**src/rtl/alu_issue_ctrl_pkg.sv**
```systemverilog
// alu_pkg: ALU operation codes, RV opcode/funct7 constants and issue FSM states.
package alu_pkg;
    typedef enum logic [3:0] {
        NOP = 4'b0000,
        ADD = 4'b0001,
        SUB = 4'b0010,
        AND = 4'b0011,
        SLL = 4'b0100,
        SRL = 4'b0101,
        OR  = 4'b0111,
        MUL = 4'b1000,
        SLT = 4'b1001,
        SGT = 4'b1010,
        SEQ = 4'b1011
    } alu_op_t;

    typedef enum logic [1:0] {IDLE, EXEC, CAPT, RESP} issue_state_t;

    localparam logic [6:0] OPC_R   = 7'b0110011;
    localparam logic [6:0] OPC_I   = 7'b0010011;
    localparam logic [6:0] F7_BASE = 7'b0000000;
    localparam logic [6:0] F7_ALT  = 7'b0100000;
    localparam logic [6:0] F7_MUL  = 7'b0000001;
endpackage

```
**src/rtl/alu_issue_ctrl_decoder.sv**
```systemverilog
// alu_op_decoder: combinational R/I-type instruction decode to ALU op, register fields and immediate.
module alu_op_decoder
    import alu_pkg::*;
#(
    parameter int NREG = 32
) (
    input  logic [31:0] i_instr,
    output logic [3:0]  o_op,
    output logic [4:0]  o_rs1,
    output logic [4:0]  o_rs2,
    output logic [4:0]  o_rd,
    output logic [11:0] o_imm,
    output logic        o_use_imm,
    output logic        o_illegal
);
    logic [6:0] w_opc;
    logic [6:0] w_f7;
    logic [2:0] w_f3;
    logic       w_bad_idx;
    alu_op_t    w_r;
    alu_op_t    w_i;
    alu_op_t    w_op;

    assign w_opc     = i_instr[6:0];
    assign w_f3      = i_instr[14:12];
    assign w_f7      = i_instr[31:25];
    assign o_rd      = i_instr[11:7];
    assign o_rs1     = i_instr[19:15];
    assign o_rs2     = i_instr[24:20];
    assign o_imm     = i_instr[31:20];
    assign o_use_imm = w_opc == OPC_I;

    always_comb begin
        case ({w_f7, w_f3})
            {F7_BASE, 3'b000}: w_r = ADD;
            {F7_ALT,  3'b000}: w_r = SUB;
            {F7_BASE, 3'b111}: w_r = AND;
            {F7_BASE, 3'b001}: w_r = SLL;
            {F7_BASE, 3'b101}: w_r = SRL;
            {F7_BASE, 3'b110}: w_r = OR;
            {F7_MUL,  3'b000}: w_r = MUL;
            {F7_BASE, 3'b010}: w_r = SLT;
            {F7_ALT,  3'b010}: w_r = SGT;
            {F7_ALT,  3'b011}: w_r = SEQ;
            default:           w_r = NOP;
        endcase
    end

    // Shift immediates reuse funct7 as imm[11:5], which must be zero.
    always_comb begin
        case (w_f3)
            3'b000:  w_i = ADD;
            3'b111:  w_i = AND;
            3'b110:  w_i = OR;
            3'b010:  w_i = SLT;
            3'b001:  w_i = w_f7 == F7_BASE ? SLL : NOP;
            3'b101:  w_i = w_f7 == F7_BASE ? SRL : NOP;
            default: w_i = NOP;
        endcase
    end

    assign w_bad_idx = int'(o_rs1) >= NREG || int'(o_rd) >= NREG || (!o_use_imm && int'(o_rs2) >= NREG);
    assign w_op      = w_opc == OPC_R ? w_r : w_opc == OPC_I ? w_i : NOP;
    assign o_illegal = w_op == NOP || w_bad_idx;
    assign o_op      = o_illegal ? NOP : w_op;
endmodule

```
**src/rtl/alu_issue_ctrl.sv**
```systemverilog
// alu_issue_ctrl: issues one decoded instruction at a time to a registered ALU, writes back rd and returns a response.
module alu_issue_ctrl
    import alu_pkg::*;
#(
    parameter int OPW  = 5,
    parameter int XLEN = 32,
    parameter int NREG = 32
) (
    input  logic            clk,
    input  logic            rst_n,
    input  logic            i_instr_valid,
    output logic            o_instr_ready,
    input  logic [31:0]     i_instr,
    output logic [OPW-1:0]  o_alu_op1,
    output logic [OPW-1:0]  o_alu_op2,
    output logic [3:0]      o_alu_ctrl,
    input  logic [XLEN-1:0] i_alu_result,
    output logic            o_rsp_valid,
    input  logic            i_rsp_ready,
    output logic [4:0]      o_rsp_rd,
    output logic [XLEN-1:0] o_rsp_data,
    output logic            o_rsp_illegal
);
    issue_state_t    r_state;
    issue_state_t    w_next;
    logic            r_en;
    logic            w_accept;
    logic [3:0]      w_op;
    logic [4:0]      w_rs1;
    logic [4:0]      w_rs2;
    logic [4:0]      w_rd;
    logic [11:0]     w_imm;
    logic            w_use_imm;
    logic            w_illegal;
    logic [XLEN-1:0] w_src1;
    logic [XLEN-1:0] w_src2;
    logic            w_unused;
    logic [XLEN-1:0] r_rf [NREG];
    logic [OPW-1:0]  r_op1;
    logic [OPW-1:0]  r_op2;
    logic [3:0]      r_ctrl;
    logic [4:0]      r_rd;
    logic            r_ill;
    logic [XLEN-1:0] r_data;

    alu_op_decoder #(.NREG(NREG)) u_dec (
        .i_instr   (i_instr),
        .o_op      (w_op),
        .o_rs1     (w_rs1),
        .o_rs2     (w_rs2),
        .o_rd      (w_rd),
        .o_imm     (w_imm),
        .o_use_imm (w_use_imm),
        .o_illegal (w_illegal)
    );

    assign w_src1   = r_rf[w_rs1];
    assign w_src2   = r_rf[w_rs2];
    assign w_accept = i_instr_valid && o_instr_ready;
    assign w_unused = &{1'b0, w_imm, w_src1, w_src2};

    // r_en keeps instr_ready low while reset is held and for the first edge after release.
    always_ff @(posedge clk or negedge rst_n) begin
        if (!rst_n) begin
            r_state <= IDLE;
            r_en    <= 1'b0;
        end else begin
            r_state <= w_next;
            r_en    <= 1'b1;
        end
    end

    always_comb begin
        w_next = r_state;
        case (r_state)
            IDLE:    w_next = w_accept ? EXEC : IDLE;
            EXEC:    w_next = CAPT;
            CAPT:    w_next = RESP;
            RESP:    w_next = i_rsp_ready ? IDLE : RESP;
            default: w_next = IDLE;
        endcase
    end

    always_comb begin
        o_instr_ready = r_en && r_state == IDLE;
        o_rsp_valid   = r_state == RESP;
    end

    always_ff @(posedge clk or negedge rst_n) begin
        if (!rst_n) begin
            r_op1  <= '0;
            r_op2  <= '0;
            r_ctrl <= '0;
            r_rd   <= '0;
            r_ill  <= 1'b0;
            r_data <= '0;
            for (int i = 0; i < NREG; i++) r_rf[i] <= '0;
        end else begin
            if (w_accept) begin
                r_op1  <= w_src1[OPW-1:0];
                r_op2  <= w_use_imm ? w_imm[OPW-1:0] : w_src2[OPW-1:0];
                r_ctrl <= w_op;
                r_rd   <= w_rd;
                r_ill  <= w_illegal;
            end
            if (r_state == CAPT) begin
                r_data <= i_alu_result;
                if (!r_ill && r_rd != 5'd0) r_rf[r_rd] <= i_alu_result;
            end
        end
    end

    assign o_alu_op1     = r_op1;
    assign o_alu_op2     = r_op2;
    assign o_alu_ctrl    = r_ctrl;
    assign o_rsp_rd      = r_rd;
    assign o_rsp_data    = r_data;
    assign o_rsp_illegal = r_ill;
endmodule

```
**config.mk**
```make
export PLATFORM = sky130hd
export DESIGN_NAME = alu_issue_ctrl
export DESIGN_NICKNAME = d
export VERILOG_FILES = /design/src/rtl/alu_issue_ctrl_pkg.sv /design/src/rtl/alu_issue_ctrl_decoder.sv /design/src/rtl/alu_issue_ctrl.sv
export SDC_FILE = /design/constraint.sdc
export NUM_CORES = 1
export LEC_CHECK = 0
export CAP_MARGIN = 20
export CORE_ASPECT_RATIO = 0.8
export CORE_MARGIN = 4
export CORE_UTILIZATION = 59
export CTS_BUF_LIST = sky130_fd_sc_hd__clkbuf_8
export CTS_CLUSTER_SIZE = 30
export DETAILED_ROUTE_END_ITERATION = 7
export GPL_TIMING_DRIVEN = 0
export PLACE_DENSITY = 0.83
export SYNTH_ARGS = -nofsm -noshare
export SYNTH_HDL_FRONTEND = slang
export SYNTH_SLANG_ARGS = --single-unit
```
**constraint.sdc**
```tcl
create_clock -name clk -period 2.2 [get_ports clk]
set_input_delay 0.33 -clock clk [delete_from_list [all_inputs] [get_ports clk]]
set_output_delay 0.33 -clock clk [all_outputs]
set_load 0.01 [all_outputs]
```
# Word-level counts from Yosys, hierarchy flattened
# Index checks and enable logic that the tools add are counted.
dict set report totals {
  ff_bits 1079
  latch_bits 0
  ramBits 0
  romBits 0
  input_bits 68
  output_inout_bits 54
  wordCells 98
  mem_count 0
}
dict set report op_classes {
  n_addsub 0
  mul 0
  div_mod_pow 0
  magnitude_cmp 4
  eq_ne 19
  shifts 0
  n_mux 20
  n_bitwise 3
  reduce_logical 12
}
# op count
set ops {}
lappend ops {{bitwise mux 1024 bit} 1}
lappend ops {{binary-select mux 32 bit (select 5 bit)} 2}
lappend ops {{demux 32 bit (select 5 bit)} 1}
lappend ops {{one-hot mux 4 bit (10 select lines)} 1}
lappend ops {{2-to-1 mux 32 bit} 1}
lappend ops {{equality test 10 x 3 -> 1 bit, second input constant} 3}
lappend ops {{equality test 10 x 9 -> 1 bit, second input constant} 3}
lappend ops {{2-to-1 mux 5 bit} 5}
lappend ops {{one-hot mux 4 bit (6 select lines)} 1}
lappend ops {{>= comparator 6 bit, second input constant} 3}
lappend ops {{inverter 5 -> 6 bit} 3}
lappend ops {{2-to-1 mux 4 bit} 3}
lappend ops {{equality test 10 x 1 -> 1 bit, second input constant} 1}
lappend ops {{equality test 10 x 2 -> 1 bit, second input constant} 1}
lappend ops {{equality test 10 x 4 -> 1 bit, second input constant} 1}
lappend ops {{logical NOT 10 bit} 1}
lappend ops {{equality test 3 bit, second input constant} 3}
lappend ops {{one-hot mux 2 bit (4 select lines)} 1}
lappend ops {{equality test 7 x 5 -> 1 bit, second input constant} 1}
lappend ops {{equality test 7 x 6 -> 1 bit, second input constant} 1}
lappend ops {{logical NOT 7 bit} 1}
lappend ops {{< comparator 6 x 1 -> 1 bit, second input constant} 1}
lappend ops {{2-to-1 mux 3 bit} 2}
lappend ops {{nonzero test 5 bit} 1}
lappend ops {{other kinds (12)} 16}

# Logic depth before layout (Yosys ltp)
# Gate-level depths: netlist of the first run.
dict set report logic_depth {
  depth_word 7
  mapped_depth 8
  mapped_depth_nobuf 5
}

# Modules after synthesis
# From an unflattened synthesis of the first run, not the netlist that was laid out.
dict set report unflattened {
  cells_unflattened 877
  hier_area_um2 11377.2
}
# mod instances cells_per_inst area_per_inst_um2 seq_area_each_um2
set by_module_without_submodules {}
lappend by_module_without_submodules {alu_issue_ctrl 1 813 10943.0 5380.2}
lappend by_module_without_submodules {alu_op_decoder 1 64 434.2 0.0}

# Worst setup path before layout of the first run
# OpenSTA, ideal clock, no wires.
dict set report synth_path {
  kind {in2reg}
  from {input port i_instr[20]}
  to {register r_op2[2], in the netlist o_alu_op2[2]}
  setup_ps 126
  arrival_time_ps 1896
  required_ps 2074
  setup_slack_ps 179
  cell_stages 6
  path_buffers 1
  path_cell_list {buf_6 mux4_2 mux4_2 or3b_1 o311ai_1 nand2_1}
}
dict set report synth_via {
  elab_chain_cells 5
}
# element line
set synth_rtl {}
lappend synth_rtl {{start, declared} alu_issue_ctrl.sv:13} ;# input logic [31:0] i_instr,
lappend synth_rtl {{inverter 5 -> 6 bit (not written as such)} alu_issue_ctrl.sv:58} ;# assign w_src2 = r_rf[w_rs2];
lappend synth_rtl {{binary-select mux 32 bit (select 5 bit)} alu_issue_ctrl.sv:58}
lappend synth_rtl {{2-to-1 mux 5 bit (not written as such) (2 in a row)} alu_issue_ctrl.sv:58}
lappend synth_rtl {{2-to-1 mux 5 bit} alu_issue_ctrl.sv:101} ;# r_op2 <= w_use_imm ? w_imm[OPW-1:0] : w_src2[OPW-1:0];
lappend synth_rtl {{end signal, assigned} alu_issue_ctrl.sv:101}
lappend synth_rtl {{end, declared} alu_issue_ctrl.sv:40} ;# logic [OPW-1:0] r_op2;
# Every way passes these cells. The select of a mux whose other input is x is not followed.
# A chain may end at the register's enable or synchronous reset.

# Worst setup path in the final report of the first run
dict set report layout_path {
  from {input port i_instr[23]}
  to {register r_op2[0], in the netlist o_alu_op2[0]}
}
# The elaborated chain is that of the path after synthesis.

==> results of run 1 <==
-- how the worst min path moves through the flow --
| stage | from | to | slack (ps) | cells past startpoint |
|---|---|---|---|---|
| floorplan | rst_n | o_alu_ctrl[0] | 30 | 0 |
| global placement | o_alu_op2[2] | o_alu_op2[2] | 450 | 2 |
| detailed placement | rst_n | o_rsp_data[5] | 430 | 1 |
| CTS | i_alu_result[25] | o_rsp_data[25] | 330 | 3 |
| global route | i_alu_result[7] | o_rsp_data[7] | 350 | 3 |
| finish | i_instr[11] | o_rsp_rd[4] | 320 | 3 |
-- flip-flops by register name, indices dropped and copies added (netlist names) --
name	count
r_rf	160
o_rsp_data	32
o_alu_op1	5
o_alu_op2	5
o_rsp_rd	5
o_alu_ctrl	4
r_state	2
o_rsp_illegal	1
r_en	1
-- timing repair --
item / CTS / global route
resized for setup: 29 / 22
hold endpoints to repair: 103 / 0
pin swaps: 0 / 2
setup endpoints to repair: 56 / 93
buffers inserted: 0 / 1
hold buffers: 1 / 0
-- synth_stat cells (2+ instances only) --
master,instances
dfrtp_1,215
nand2_1,159
mux2_2,155
mux4_2,71
clkbuf_1,46
nor2_1,28
o22ai_1,24
mux2i_1,19
o21ai_0,14
nor2b_1,13
nand2b_1,11
a21oi_1,10
a211oi_1,9
buf_2,8
nand3_1,8
nor4_1,7
or4_1,7
nand3b_1,6
nor3_1,5
buf_4,4
nor3b_1,4
o31ai_1,4
or3_1,4
a2111oi_0,3
a31oi_1,3
and2_1,3
o211a_1,3
or3b_2,3
and3b_1,2
buf_1,2
inv_1,2
-- metrics by stage --
stage,worst slack (ps),setup TNS (ps),util,hold WS (ps),std cells
2_1_floorplan,179,0,-,34.4,869
3_3_place_gp,-8090,-1751590,0.682,455,1215
3_5_place_dp,-1100,-17890,0.684,431,1217
4_1_cts,-7.47,-8.55,0.731,325,1276
5_1_grt,-20.7,-103,0.735,355,1276
6_report,28.9,0,0.735,323,1276
-- cell type report --
| cell class | count | area [sq um] | share of cell area |
|---|---|---|---|
| tap | 230 | 288 | 0.0215 |
| timing repair buffer | 120 | 1220 | 0.0914 |
| multi-input combinational | 590 | 5420 | 0.406 |
| inverter | 3 | 15.0 | 0.00112 |
| sequential | 215 | 5380 | 0.403 |
| buffer | 59 | 292 | 0.0218 |
| clock inverter | 16 | 149 | 0.0111 |
| clock buffer | 43 | 592 | 0.0443 |
-- report_power, final --
part           switching [W]  internal (W)  leakage [nW]
Sequential           0.00123       0.00548          2.67
Clock                0.00165       0.00212         0.408
Combinational        0.00242       0.00304          2.68
-- kinds of logic after synthesis --
kind of cell,synth area share
AND/OR/NAND/NOR,0.113
multiplexers,0.323
flip-flops,0.492
AO/OA/AOI/OAI,0.0462
buffers and inverters,0.0249
other,0.000343
-- metal layers --
layer / GRT usage / wire length [um]
met5: 0 / 0
met4: 0.130 / 1420
met3: 0.0985 / 3900
met2: 0.493 / 14900
met1: 0.452 / 13500
-- worst reg2reg max path, cell delays in order (launching register included) --
cell and delay, ps:
dfrtp_1 400, mux4_2 500, mux4_2 530, or3b_1 380, o311ai_1 100, nand2_1 90
==> impl_results.md, run 1 <==
- Status: finished, final reports clean
- Max Cap Violations: 0
- Top delay family on crit path: buffers and inverters
- Layout cell share with drive strength beyond 1: 0.315
- Final WL: 33700 um
- R2r setup slk: 70 ps
- Critical path's largest stage delay: approximately 650 ps
- FF-to-FF path depth: 5
- Clk buf depth: 3
- Number of diodes: 0
- Worst reg2reg endpoint: o_alu_op2[2]
- Most frequent cells in the layout: dfrtp_1, nand2_1, mux2_2
- Hold Crit Class: in -> reg
- Synth Flop Type: dfrtp_1
- Worst skew pair latency: 540 ps
- Critical Path End Type: flop
- Fin crit share: 0.987
- Slew HR: 0.372
- GP Congestion: 1.02
- Row count: 44
- Chip Height: 130 um
- Number of synthesized flops with an enable pin: 0
- Area fraction of the dominant cell type after synthesis: 0.492
- Final instance area: 13400 sq um
- Worst Path Arrival: 2560 ps
- Slowest CP cell: clkdlybuf4s50_1
- Total Power: 0.0159 W
- Clock transition at path regs: approximately 60 ps
- Final hold viol count: 0
- Worst R2R Start: r_rf[322]
- Crit path capture: o_alu_op2[0]
- Setup Skew: 17.5 ps
- Largest net degree at the start of global routing: 113
- Residual DRC: 0
- Largest cells by area after synthesis: dfrtp_1, mux2_2, mux4_2
- LEAKAGE: 5.76 nW
- Commonest non-fill, non-tap cell in the layout: dfrtp_1
- Worst-path fanout max: 10
- Post-Syn Instances: 869
- Start point of the critical path: i_instr[23]
- Via Count: roughly 8400
- GRT overflow: 0
- Tmin final: ~2200 ps
- Worst IR Drop VDD: 0.000640 V
- FFs w/ async S/R, synth: 1.00
- Synth warnings: 0
- Antenna violations before repair: 0
- Endpoints failing setup: 0
- Synth area leader: dfrtp_1
- Achievable frequency: 461 MHz
- Setup CP Type: in -> reg
- Critical Path Start Type: primary input
- Filler Cells Inserted: 1250
- Initial Util: 0.602
- Placed inst area: 12400 sq um
- Seq/Total Area, Yosys: 0.492
- H-tree levels: 2
- Vias in the first global route: 8515
- Core Region: 18200 sq um
- Least-Margin Pin Slew: 942 ps
- WP buf/inv: 3
- PwrDens: 1190 nW/um^2
- Nets: around 1100
- Routed vias/inst: roughly 6.6
- P&R area growth vs syn: 22.1%
- #FFs+latches synth: 215
- Starting DRT DRC Count: between 1000 and 1500
- TritonCTS Buffers: 37
- Netlist cell types: 48
- DR WL/cell: 26.4 um
- Pre-antenna DRT Iters: 5
- Post-DRT Antenna Nets: 0
- Die Width: around 160 um
- Syn Area/Cell: 12.6 sq um
- CTS tree: built
- Synthesized cell area: ~11000 sq um
- CTS Sinks: ~220
- Root buffer cell: clkbuf_8
- Worst-path cell chain: clkdlybuf4s50_1 -> clkbuf_4 -> clkbuf_2 -> a31oi_1 -> o211a_1 -> nor4_2 -> a21oi_1
- Instance count on the critical path: 7
- PortBufs: 116
- First-pass GRT wire length: 50800 um
- Die ar.: roughly 21000 sq um
- Syn Nets: around 940
- IO Pins: 122
- Max Transition Viols Final: 0
- DP HPWL: approximately 24000 um
- Critical Path RT: 2590 ps
- Global Route Usage Sum: 0.326
(Power assumes the default switching activity.)
==> run 2: changes to the inputs <==
--- a/config.mk
+++ b/config.mk
@@ -13,7 +13,8 @@
 export CTS_CLUSTER_SIZE = 30
 export DETAILED_ROUTE_END_ITERATION = 7
 export GPL_TIMING_DRIVEN = 0
-export PLACE_DENSITY = 0.83
+export PLACE_DENSITY_LB_ADDON = 0.12
+export SETUP_SLACK_MARGIN = 0.15
 export SYNTH_ARGS = -nofsm -noshare
 export SYNTH_HDL_FRONTEND = slang
 export SYNTH_SLANG_ARGS = --single-unit
==> impl_results.md, run 2 (synthesized netlist as in run 1, its figures left out) <==
- Status: finished, final reports clean (unchanged)
- IO Pins: 122 (unchanged)
- Critical Path Start Type: primary input (unchanged)
- Max reg flops: 160 (unchanged)
- Hold Path Sink: o_rsp_rd[3] (was o_rsp_rd[4])
- Core Region: 18200 sq um (unchanged)
- Final TNS setup: 0 ps (unchanged)
- Placed inst area: 12400 sq um (about the same)
- GRT overflow: 0 (unchanged)
- Max Cap Violations: 0 (unchanged)
- Clock transition at path regs: 60 ps (about the same)
- Hold Crit Class: in -> reg (unchanged)
- Critical path's largest stage delay: 670 ps (was 650 ps)
- Critical Path RT: 2640 ps (was 2590 ps)
- Die Width: 160 um (unchanged)
- Endpoints failing setup: 0 (unchanged)
- Starting DRT DRC Count: 1017 (was 1042)
- H-tree levels: 2 (unchanged)
- Antenna violations before repair: 1 (was 0)
- Slew HR: 0.423 (was 0.372)
- Worst skew pair latency: 540 ps (about the same)
- PortBufs: 116 (unchanged)
- R2r setup slk: 120 ps (was 70 ps)
- P&R area growth vs syn: 22.7% (was 22.1%)
- Sw Pwr: 0.00522 W (was 0.00529 W)
- Cells after DPL: 1220 (was 1217)
- Global Route Usage Sum: 0.317 (was 0.326)
- Clk buf depth: 3 (unchanged)
- Worst-path fanout max: 10 (unchanged)
- Row count: 44 (unchanged)
- CTS Sinks: 215 (unchanged)
- LEAKAGE: 5.81 nW (was 5.76 nW)
- CTS tree: built (unchanged)
- Hold_sp: i_instr[10] (was i_instr[11])
- Least-Margin Pin Slew: 866 ps (was 942 ps)
- RSZ-0062 raised after global routing: true
- Nets: 1102 (was 1094)
- Setup Skew: 30.5 ps (was 17.5 ps)
- WP buf/inv: 4 (was 3)
- Layout cell share with drive strength beyond 1: 0.332 (was 0.315)
- Clock power share: 0.219 (was 0.236)
- Most frequent cells in the layout: dfrtp_1, nand2_1, mux2_2 (unchanged)
- Via Count: 8373 (was 8441)
- Residual DRC: 0 (unchanged)
- Sequential share of power: 0.428 (was 0.421)
- Slowest CP cell: clkdlybuf4s50_1 (unchanged)
- Tmin final: 2120 ps (was 2170 ps)
- Worst R2R Start: r_rf[2] (was r_rf[322])
- Max Transition Viols Final: 0 (unchanged)
- Power Internal: 0.0104 W (was 0.0106 W)
- Commonest non-fill, non-tap cell in the layout: dfrtp_1 (unchanged)
- Final instance area: 13400 sq um (about the same)
- Vias in the first global route: 8229 (was 8515)
- Worst IR Drop VDD: 0.000691 V (was 0.000640 V)
- Achievable frequency: 471 MHz (was 461 MHz)
- Root buffer cell: clkbuf_8 (unchanged)
- Routed vias/inst: 6.50 (was 6.62)
- Hold depth: 3 (unchanged)
- Top delay family on crit path: buffers and inverters (unchanged)
- Pre-antenna DRT Iters: 5 (unchanged)
- FF-to-FF path depth: 5 (unchanged)
- Worst Path Arrival: 2570 ps (was 2560 ps)
- TritonCTS Buffers: 35 (was 37)
- Number of diodes: 0 (unchanged)
- Combinational power share: 0.353 (was 0.343)
- Switching Share: 0.334 (was 0.332)
- Met2 Resource Use GR: 0.471 (was 0.493)
- Initial Util: 0.602 (unchanged)
- Setup CP Type: in -> reg (unchanged)
- Chip Height: 130 um (unchanged)
- Die ar.: 20800 sq um (unchanged)
- Final WL: 32500 um (was 33700 um)
- Largest net degree at the start of global routing: 119 (was 113)
- DP HPWL: 23300 um (was 23900 um)
- DR WL/cell: 25.2 um (was 26.4 um)
- M3 GR Usage: 0.105 (was 0.0985)
- Final hold viol count: 0 (unchanged)
- GRT busiest layer: met2 (unchanged)
- PwrDens: 1160 nW/um^2 (was 1190 nW/um^2)
- Biggest register: r_rf (unchanged)
- First-pass GRT wire length: 49600 um (was 50800 um)
- Fin crit share: 0.965 (was 0.987)
- Worst reg2reg endpoint: o_alu_op2[2] (unchanged)
- Critical Path End Type: flop (unchanged)
- Post-DRT Antenna Nets: 0 (unchanged)
- Worst-path cell chain: clkdlybuf4s50_1 -> buf_4 -> clkbuf_4 -> a211oi_1 -> a2111oi_2 -> buf_1 -> nor4_1 -> a21oi_1 (was clkdlybuf4s50_1 -> clkbuf_4 -> clkbuf_2 -> a31oi_1 -> o211a_1 -> nor4_2 -> a21oi_1)
- Non-Filler Instances: 1289 (was 1276)
- Hold WS: 312 ps (was 323 ps)
- Met1 usage: 0.449 (was 0.452)
- GP Congestion: 1.05 (was 1.02)
run 2: cell count changes in the layout (fill, tap and decap cells not counted), sizes merged, moves of 2 or more:
cell,previous run,this run
buf,17,26
bufinv,3,0
clkbuf,89,91
clkdlybuf4s50,113,111
clkinv,2,4
dlygate4sd2,1,3
inv,11,13
run 2: what timing repair did:
action / in CTS / in global routing
buffers inserted: 4 / 2
hold buffers: 1 / 0
endpoints found under the setup margin: 108 / 127
gates resized for setup: 47 / 32
endpoints found under the hold margin: 97 / 0
pin swaps: 2 / 2
run 2: worst max path at each step:
stage	from	end	slack, ps	cells past startpoint
after global routing	i_instr[23]	o_alu_op2[1]	20	8
after CTS	i_instr[23]	o_alu_op2[1]	90	8
after floorplan	i_instr[20]	o_alu_op2[2]	180	6
after global placement	rst_n	o_rsp_data[7]	-8350	1
final	i_instr[23]	o_alu_op2[1]	80	8
after detailed placement	i_instr[23]	o_alu_op2[1]	-1140	8
run 2: stage by stage:
step            util  worst slack (ps)  total power (W)
6_report       0.739              77.3           0.0156
3_5_place_dp   0.685             -1140           0.0119
5_1_grt        0.739              19.7           0.0164
4_1_cts        0.732              91.0           0.0155
3_3_place_gp   0.682             -8350           0.0117
2_1_floorplan      -               179          0.00961
run 2: per-layer routing:
layer | up-vias | wire length, um
met2 | 517 | 14400
met4 | 2 | 938
met5 | - | 13
li1 | 3550 | -
met1 | 4206 | 13200
met3 | 98 | 3960
run 2: cell type report:
cell class,count,area [sq um]
buffer,61,324
clock buffer,44,606
clock inverter,18,82.6
fill,1283,4750
inverter,3,16.3
multi-input combinational,590,5450
sequential,215,5390
tap,230,288
timing repair buffer,128,1270
run 2: worst register-to-register path, stage by stage, from the launching register on:
cell      delay (ps)
dfrtp_1          390
mux4_2           490
mux4_2           530
or3b_4           420
o311ai_4          80
nand2_1           70
run 2: power by group through the flow:
| stage | logic, W | registers [W] | clock network, W |
|---|---|---|---|
| after floorplan | 0.00313 | 0.00648 | 0 |
| after global placement | 0.00513 | 0.00661 | 0 |
| after detailed placement | 0.00524 | 0.00667 | 0 |
| after CTS | 0.00538 | 0.00662 | 0.00345 |
| after global routing | 0.00595 | 0.00684 | 0.00365 |
| final | 0.00552 | 0.00669 | 0.00342 |
==> run 3: changes to the inputs <==
--- a/config.mk
+++ b/config.mk
@@ -14,6 +14,7 @@
 export DETAILED_ROUTE_END_ITERATION = 7
 export GPL_TIMING_DRIVEN = 0
 export PLACE_DENSITY_LB_ADDON = 0.12
+export REMOVE_ABC_BUFFERS = 1
 export SETUP_SLACK_MARGIN = 0.15
 export SYNTH_ARGS = -nofsm -noshare
 export SYNTH_HDL_FRONTEND = slang
==> impl_results.md, run 3 (synthesized netlist as in run 1, its figures left out) <==
- Initial Util: 0.602 (unchanged)
- Most frequent CP cell: mux4_2
- Global Route Usage Sum: 0.292 (was 0.317)
- RSZ-0062 raised after global routing: true (unchanged)
- Top routing layer in use: met4 (was met5)
- Setup CP Type: reg -> reg (was in -> reg)
- Starting DRT DRC Count: 745 (was 1017)
- Worst skew pair latency: 530 ps (was 540 ps)
- Final instance area: 13300 sq um (was 13400 sq um)
- Hold Crit Class: in -> reg (unchanged)
- Vias in the first global route: 8186 (was 8229)
- Worst-path fanout max: 3 (was 10)
- Fin crit share: 0.952 (was 0.965)
- Tmin final: 2090 ps (was 2120 ps)
- Routed vias/inst: 6.47 (was 6.50)
- DR WL/cell: 24.3 um (was 25.2 um)
- Met2 wire len: 14200 um (was 14400 um)
- Die Width: 160 um (unchanged)
- Max Transition Viols Final: 0 (unchanged)
- Final hold viol count: 0 (unchanged)
- Slowest CP cell: mux4_2 (was clkdlybuf4s50_1)
- Hold depth: 3 (unchanged)
- Max Cap Violations: 0 (unchanged)
- H-tree levels: 2 (unchanged)
- Root buffer cell: clkbuf_8 (unchanged)
- Worst IR Drop VDD: 0.000817 V (was 0.000691 V)
- Die ar.: 20800 sq um (unchanged)
- Clock transition at path regs: 60 ps (about the same)
- Most frequent cells in the layout: dfrtp_1, mux2_2, nand2_1 (was dfrtp_1, nand2_1, mux2_2)
- Worst Path Arrival: 2490 ps (was 2570 ps)
- Post-DRT Antenna Nets: 0 (unchanged)
- Row count: 44 (unchanged)
- Status: finished, final reports clean (unchanged)
- Chip Height: 130 um (unchanged)
- GP Congestion: 0.969 (was 1.05)
- CTS tree: built (unchanged)
- Antenna violations before repair: 0 (was 1)
- Via Count: 8025 (was 8373)
- Core Region: 18200 sq um (unchanged)
- Residual DRC: 0 (unchanged)
- DP HPWL: 20600 um (was 23300 um)
- Layout cell share with drive strength beyond 1: 0.338 (was 0.332)
- Critical Path End Type: flop (unchanged)
- Achievable frequency: 478 MHz (was 471 MHz)
- Endpoints failing setup: 0 (unchanged)
- Hold WS: 323 ps (was 312 ps)
- Max reg flops: 160 (unchanged)
- Largest net degree at the start of global routing: 121 (was 119)
- Number of diodes: 0 (unchanged)
- Slew HR: 0.361 (was 0.423)
- Placed inst area: 12300 sq um (was 12400 sq um)
- TritonCTS Buffers: 36 (was 35)
- FF-to-FF path depth: 5 (unchanged)
- LEAKAGE: 5.77 nW (was 5.81 nW)
- Filler Cells Inserted: 1207 (was 1283)
- Pre-antenna DRT Iters: 5 (unchanged)
- Critical path's largest stage delay: 510 ps (was 670 ps)
- First-pass GRT wire length: 46800 um (was 49600 um)
- Nets: 1054 (was 1102)
- Commonest non-fill, non-tap cell in the layout: dfrtp_1 (unchanged)
- M1 WL: 12100 um (was 13200 um)
- Worst-path cell chain: mux4_2 -> mux4_2 -> or3b_1 -> o311ai_2 -> nand2_1 (was clkdlybuf4s50_1 -> buf_4 -> clkbuf_4 -> a211oi_1 -> a2111oi_2 -> buf_1 -> nor4_1 -> a21oi_1)
- GRT overflow: 0 (unchanged)
- CTS Sinks: 215 (unchanged)
- Biggest register: r_rf (unchanged)
- Critical Path RT: 2600 ps (was 2640 ps)
- Critical Path Start Type: flop (was primary input)
- P&R area growth vs syn: 21.6% (was 22.7%)
- Final WL: 30200 um (was 32500 um)
- IO Pins: 122 (unchanged)
- Clk buf depth: 3 (unchanged)
- Least-Margin Pin Slew: 956 ps (was 866 ps)
- PwrDens: 1170 nW/um^2 (was 1160 nW/um^2)
- PortBufs: 121 (was 116)
- WL met3: 2910 um (was 3960 um)
- Setup Skew: 19.5 ps (was 30.5 ps)
## run 3: changes by cell type in the layout (fill, tap and decap cells not counted), moves of 3 or more
cell,before,now
buf_8,1,4
inv_1,13,10
clkinv_2,4,7
nor4_1,2,5
clkbuf_1,34,0
buf_4,14,9
clkbuf_2,10,0
clkbuf_4,3,0
buf_6,4,1
## run 3: per-stage QoR
stage / power (W) / instances / setup slack [ps] / TNS (ps) / utilization
6_report: 0.0156 / 1241 / 106 / 0 / 0.732
5_1_grt: 0.0164 / 1241 / 86.0 / 0 / 0.732
4_1_cts: 0.0155 / 1232 / 57.2 / 0 / 0.720
3_5_place_dp: 0.0119 / 1165 / -1050 / -33830 / 0.675
3_3_place_gp: 0.0115 / 1159 / -7700 / -1922130 / 0.670
2_1_floorplan: 0.00945 / 808 / -838 / -83690 / -
## run 3: final cells by class
class,count,area (sq um),share of cell area
well taps,230,288,0.0216
multi-input cells,590,5390,0.405
clock buffers,46,633,0.0476
inverters,3,12.5,0.000940
flip-flops and latches,215,5390,0.405
repair buffers,140,1510,0.113
clock inverters,17,83.8,0.00630
## run 3: worst max-delay path, delay by kind of cell, from the launching register on
kind | cells | cell delay (ps)
and+or+nand+nor | 2 | 470
DFF | 1 | 400
muxes | 2 | 990
AOI/OAI and AO/OA | 1 | 100
## run 3: timing repair
| item | CTS | global route |
|---|---|---|
| hold endpoints to repair | 95 | 0 |
| setup endpoints to repair | 164 | 105 |
| gates resized for setup | 23 | 22 |
| pin swaps | 0 | 1 |
| hold buffers | 1 | 0 |
| setup buffers | 3 | 3 |
| gates cloned | 0 | 0 |
## run 3: path summary, 6_finish.rpt
kind / from / to / slack (ps)
min: i_instr[8] / o_rsp_rd[1] / 320
max reg2reg: r_rf[2] / o_alu_op2[2] / 110
min reg2reg: r_rf[996] / r_rf[996] / 400
max: r_rf[2] / o_alu_op2[2] / 110
max in group asynchronous: rst_n / r_rf[484] / 780
min in group asynchronous: rst_n / o_alu_ctrl[3] / 390
## run 3: report_power, final
group / internal, W / switching [W] / leakage [nW]
Sequential: 0.00550 / 0.00124 / 2.66
Combinational: 0.00308 / 0.00226 / 2.71
Clock: 0.00189 / 0.00162 / 0.401
Total: 0.0105 / 0.00512 / 5.77
## run 3: metal layers
metal / track usage / up-vias
li1: - / 3428
met1: 0.401 / 4121
met2: 0.466 / 386
met3: 0.0751 / 90
met4: 0.101 / 0
met5: 0 / -
==> RTL change 1 (flow settings as in run 3) <==
Change the parameter `XLEN` from 32 to 28.
--- a/src/rtl/alu_issue_ctrl.sv
+++ b/src/rtl/alu_issue_ctrl.sv
@@ -5,3 +5,3 @@
     parameter int OPW  = 5,
-    parameter int XLEN = 32,
+    parameter int XLEN = 28,
     parameter int NREG = 32
Interface: changed (resized i_alu_result and o_rsp_data); port bits go from 122 to 114. No check against the original RTL was run, so the function may have changed too.
==> RTL change 1 against run 3 <==
Setup slack got worse by 0.025 ns. Synthesized area shrank 0.11%. Power grew 5.6%. Sequential cell count shrank 4. Design area is essentially flat. Via count is 0.24% lower. Hold slack better by 0.0067 ns. First-iteration DRC count increased by 1.7%. Routed wire length is 2.5% higher.
==> RTL change 1: results (changes against run 3) <==
[detailed_routing]
finalWirelength_mm = 30.9  ; +2.5%
wl_met1_mm = 12.4  ; +2.7%
top_layer = met4
avgViaCountPerCell = 6.66  ; +2.9%
drt_iter0_drc = 758  ; +1.7%
firstDrtPassIters = 8  ; +3
wl_met3_mm = 3.07  ; +5.5%
met2_length_mm = 14.6  ; +2.4%

[placement]
dp_slack_ns = -0.555  ; +0.495 ns
place_area_um2 = 12100  ; -1.4%
dpl.hpwl_mm = 20.2  ; -1.9%
port_buffers = 113  ; -6.6%
gp_congestion = 0.995  ; +2.7%
dp_cells = 1109  ; -4.8%

[power_and_ir_drop]
power_leader = sequential cells
ir_drop_v = 0.000722  ; -12%
power.internal_mw = 11.0  ; +5.3%
seq-power_mw = 6.94  ; +3%
powerComb_mw = 5.83  ; +9.0%
p_leak_nw = 5.82  ; +0.83%
total_power_mw = 16.5  ; +5.6%

[cells_and_area]
regArea_um2 = 5290  ; -1.7%
instances_no_fill = 1203  ; -3.1%
largest_reg_flops = 160  ; unchanged
drive_gt1_share_pct = 37.2  ; +3.4 points
fillers = 1230  ; +1.9%
fin_nets = 1011  ; -4.1%

[sta]
tightest_slew_ns = 1.10  ; +0.141 ns
skew_ns = 0.0302  ; +0.0107 ns

[worst_setup_path]
worstPathMaxFanout = 16  ; +13
cp_slowest_cell = dlygate4sd2_1
cpPeakStageDelay_ns = 0.71  ; +0.20 ns
critPathArrivalTime_ns = 2.53  ; +0.04 ns
cp_top_family = multiplexers

[synth]
yosys_warnings = 0  ; unchanged
synth_xor_area_share_pct = 0  ; unchanged
syn_inst = 829  ; -4.6%
synth_cell_types = 60  ; +25%
netlist_top_cells_count = dfrtp_1 (211), mux2_2 (159), nand2_1 (137), mux4_2 (71), clkbuf_1 (37)
synth-seq-area-share_pct = 48.3  ; -0.86 points
synthMuxAreaShare_pct = 33.7  ; +1.4 points
synth_compound_area_share_pct = 4.04  ; -0.58 points
netlist_top_cells_area = dfrtp_1 (48%), mux2_2 (16%), mux4_2 (15%), nand2_1 (4.7%), mux4_1 (1.7%)

[clock_network]
path_clk_slew_ns = 0.07
clk_path_buf_depth = 3  ; unchanged
cts_resized = 41  ; +78%
cts_buffers = 35  ; -2.8%
hold_buffers = 1  ; unchanged
cts_setup_buffers = 9  ; +6

[global_routing]
grtUsageMet1_pct = 40.6  ; +0.51 points
antenna_found_initial = 0  ; unchanged
grtUsageMet3_pct = 9.16  ; +1.6 points
first_global_vias = 8193  ; +0.086%
grtUsageMet2_pct = 47.5  ; +0.97 points
grtUsageTotal_pct = 30.0  ; +0.73 points
grt_max_degree = 112  ; -7.4%
grt_pass1_wl_mm = 47.5  ; +1.6%

[run_status]
status = completed

[RTL change 1: changes by cell type in the layout (fill, tap and decap cells not counted), sizes merged, moves of 6 or more]
cell	change
nand2	-22
buf	+14
mux2i	-9
nor2	-9
nand3	+8
a21oi	-7
mux4	+7
a211oi	-6
clkdlybuf4s50	-6
clkinv	-6
[RTL change 1: path summary, 6_finish.rpt]
check                                 start              to  slack [ns]  cells after the start
hold / removal             i_alu_result[23]  o_rsp_data[23]        0.33                      3
setup reg to reg                 r_state[0]       r_rf[365]        0.15                      4
hold reg to reg                   r_rf[871]       r_rf[871]        0.40                      0
setup / recovery                i_instr[22]    o_alu_op2[3]        0.08                      6
min in group asynchronous             rst_n   o_alu_ctrl[3]        0.47                      2
max in group asynchronous             rst_n       r_rf[197]        0.69                      3
[RTL change 1: layout make-up]
class	instances	share of cell area, %
inverters	1	0.0282
clock buffers	45	4.65
flip-flops and latches	211	39.8
diodes	1	0.0188
multi-input cells	551	41.0
clock inverters	17	0.959
well taps	230	2.16
repair buffers	147	11.4
==> RTL change 2 (flow settings as in run 3) <==
Made on the original files. Reset style: synchronous (`rst_n`), changed in 2 clocked blocks.
--- a/src/rtl/alu_issue_ctrl.sv
+++ b/src/rtl/alu_issue_ctrl.sv
@@ -62,3 +62,3 @@
     // r_en keeps instr_ready low while reset is held and for the first edge after release.
-    always_ff @(posedge clk or negedge rst_n) begin
+    always_ff @(posedge clk) begin
         if (!rst_n) begin
@@ -88,3 +88,3 @@
 
-    always_ff @(posedge clk or negedge rst_n) begin
+    always_ff @(posedge clk) begin
         if (!rst_n) begin
Check against the original RTL: not settled (the Yosys comparison gave no result); the edit may change what the design does.
==> RTL change 2 against run 3 <==
Design area grew 2.7%. Sequential cell count unchanged. Setup slack better by 0.069 ns. Clock skew decreased by 0.0029 ns. Synthesized area grew 1.1%. Routed wire length grew 2.3%. Sequential share of layout area rose by 2.9 points.
Power is not compared: it rests on default switching activity, and its combinational part moved more than twofold at a synthesized area within 25%.
==> RTL change 2: results (changes against run 3) <==
[worst_setup_path]
r2r-start = o_rsp_rd[1]
rr_worst_depth = 3  ; -2
r2r_setup_slack_ns = 0.19  ; +0.08 ns
critPathArrivalTime_ns = 2.24  ; -0.25 ns
regToRegEndpoint = r_rf[17][2]
worstPathMaxFanout = 38  ; +35

[synth]
netlist_top_cells_area = edfxtp_1 (43%), mux4_2 (15%), dfxtp_1 (10%), and2_1 (8.9%), nand2_1 (3.9%)
synthMuxAreaShare_pct = 19.1  ; -13 points
synth_xor_area_share_pct = 0  ; unchanged
netlist_top_cells_count = edfxtp_1 (160), and2_1 (157), nand2_1 (114), mux4_2 (73), dfxtp_1 (55)
synth_compound_area_share_pct = 6.37  ; +1.8 points
synth-seq-area-share_pct = 53.4  ; +4.2 points
ys.flop_type = edfxtp_1
synth-edff-count = 160  ; +160
synthArstFlopShare_pct = 0  ; -100 points
synth_area_per_cell_um2 = 12.3  ; -2.3%
synth_cell_types = 52  ; +8.3%
synthAdderAreaFrac_pct = 0  ; unchanged
yosys_warnings = 0  ; unchanged

[power_and_ir_drop]
power.density_nw_per_um2 = 679
ir_drop_v = 0.000749
p_leak_nw = 4.85
p_seq_share_pct = 50.1
powerComb_mw = 1.20
switching_share_pct = 25.4

[clock_network]
root_buffer = clkbuf_8
cts_buffers = 36  ; unchanged
cts_max_level = 2  ; unchanged
clk_path_buf_depth = 3  ; unchanged
insertion_delay_ns = 0.53  ; about the same
path_clk_slew_ns = 0.05

[run_status]
status = completed

[placement]
gp_congestion = 0.908  ; -6.3%
dp_cells = 1215  ; +4.3%
port_buffers = 121  ; unchanged
dp_slack_ns = -1.50  ; -0.447 ns
place_area_um2 = 12500  ; +1.7%
dpl.hpwl_mm = 21.9  ; +6.3%

[sta]
skew_ns = 0.0166  ; -0.00292 ns
slew_headroom_pct = 34.5  ; -1.6 points
whs_ns = 0.342  ; +0.0194 ns

[cells_and_area]
instances_no_fill = 1292  ; +4.1%
diodes = 0  ; unchanged
drive_gt1_share_pct = 21.5  ; -12 points
fin_nets = 1079  ; +2.4%
largest_reg_flops = 160  ; unchanged
top_register = r_rf

[worst_hold_path]
hp-start = rst_n
hp-class = in -> reg
whs_endpoint = r_en
whs_path_depth = 1  ; -2

[global_routing]
grt_max_degree = 39  ; -68%
grt_pass1_wl_mm = 47.5  ; +1.5%
first_global_vias = 7913  ; -3.3%
antenna_found_initial = 0  ; unchanged
grtUsageTotal_pct = 30.0  ; +0.75 points

[detailed_routing]
drt_iter0_drc = 917  ; +23%
wl_per_cell_um = 23.9  ; -1.7%
avgViaCountPerCell = 6.30  ; -2.6%
firstDrtPassIters = 6  ; +1

-- RTL change 2: how the worst max path moves through the flow --
stage	startpoint	to	slack (ns)	cells past startpoint
3_5_place_dp	rst_n	r_rf[3][3]	-1.50	5
5_1_grt	r_state[1]	o_alu_op2[3]	0.08	6
2_1_floorplan	r_state[0]	r_rf[10][0]	-0.27	3
4_1_cts	o_rsp_rd[3]	o_rsp_rd[3]	0.15	1
3_3_place_gp	rst_n	r_rf[12][0]	-3.53	6
6_report	rst_n	r_rf[12][3]	0.18	8
-- RTL change 2: per-layer routing --
metal | GRT usage [%] | wire length (um) | vias up
met5 | 0 | 0 | -
met4 | 10.0 | 914 | 0
met3 | 9.25 | 4230 | 74
met2 | 43.9 | 13300 | 536
met1 | 43.5 | 12400 | 3962
li1 | - | - | 3567
-- RTL change 2: cells by family (layout without fill, tap and decap cells) --
group / count (synthesis) / count (layout)
and+or+nand+nor: 376 / 376
DFF: 215 / 215
AOI/OAI and AO/OA: 121 / 121
muxes: 106 / 106
buffers and inverters: 80 / 216
other: 1 / 5
-- RTL change 2: cell type report --
cell class	count	area (um2)
Sequential cell	215	5920
Multi-Input combinational cell	608	5140
Fill cell	1209	4610
Timing Repair Buffer	144	1560
Clock buffer	41	564
Tap cell	253	317
Clock inverter	25	126
Inverter	6	25.0
-- RTL change 2: repair_timing --
| action | in CTS | in global routing |
|---|---|---|
| cloned | 1 | 0 |
| hold buffers | 0 | 0 |
| buffers inserted | 8 | 2 |
| pin swaps | 3 | 5 |
| endpoints found under the setup margin | 319 | 150 |
| gates resized for setup | 108 | 23 |
-- RTL change 2: worst max-delay path: stages --
cell      delay [ns]
clkbuf_8        0.44
inv_4           0.26
nor3_4          0.27
buf_12          0.15
nand4b_1        0.20
nor3_4          0.19
buf_6           0.16
nand2b_4        0.17
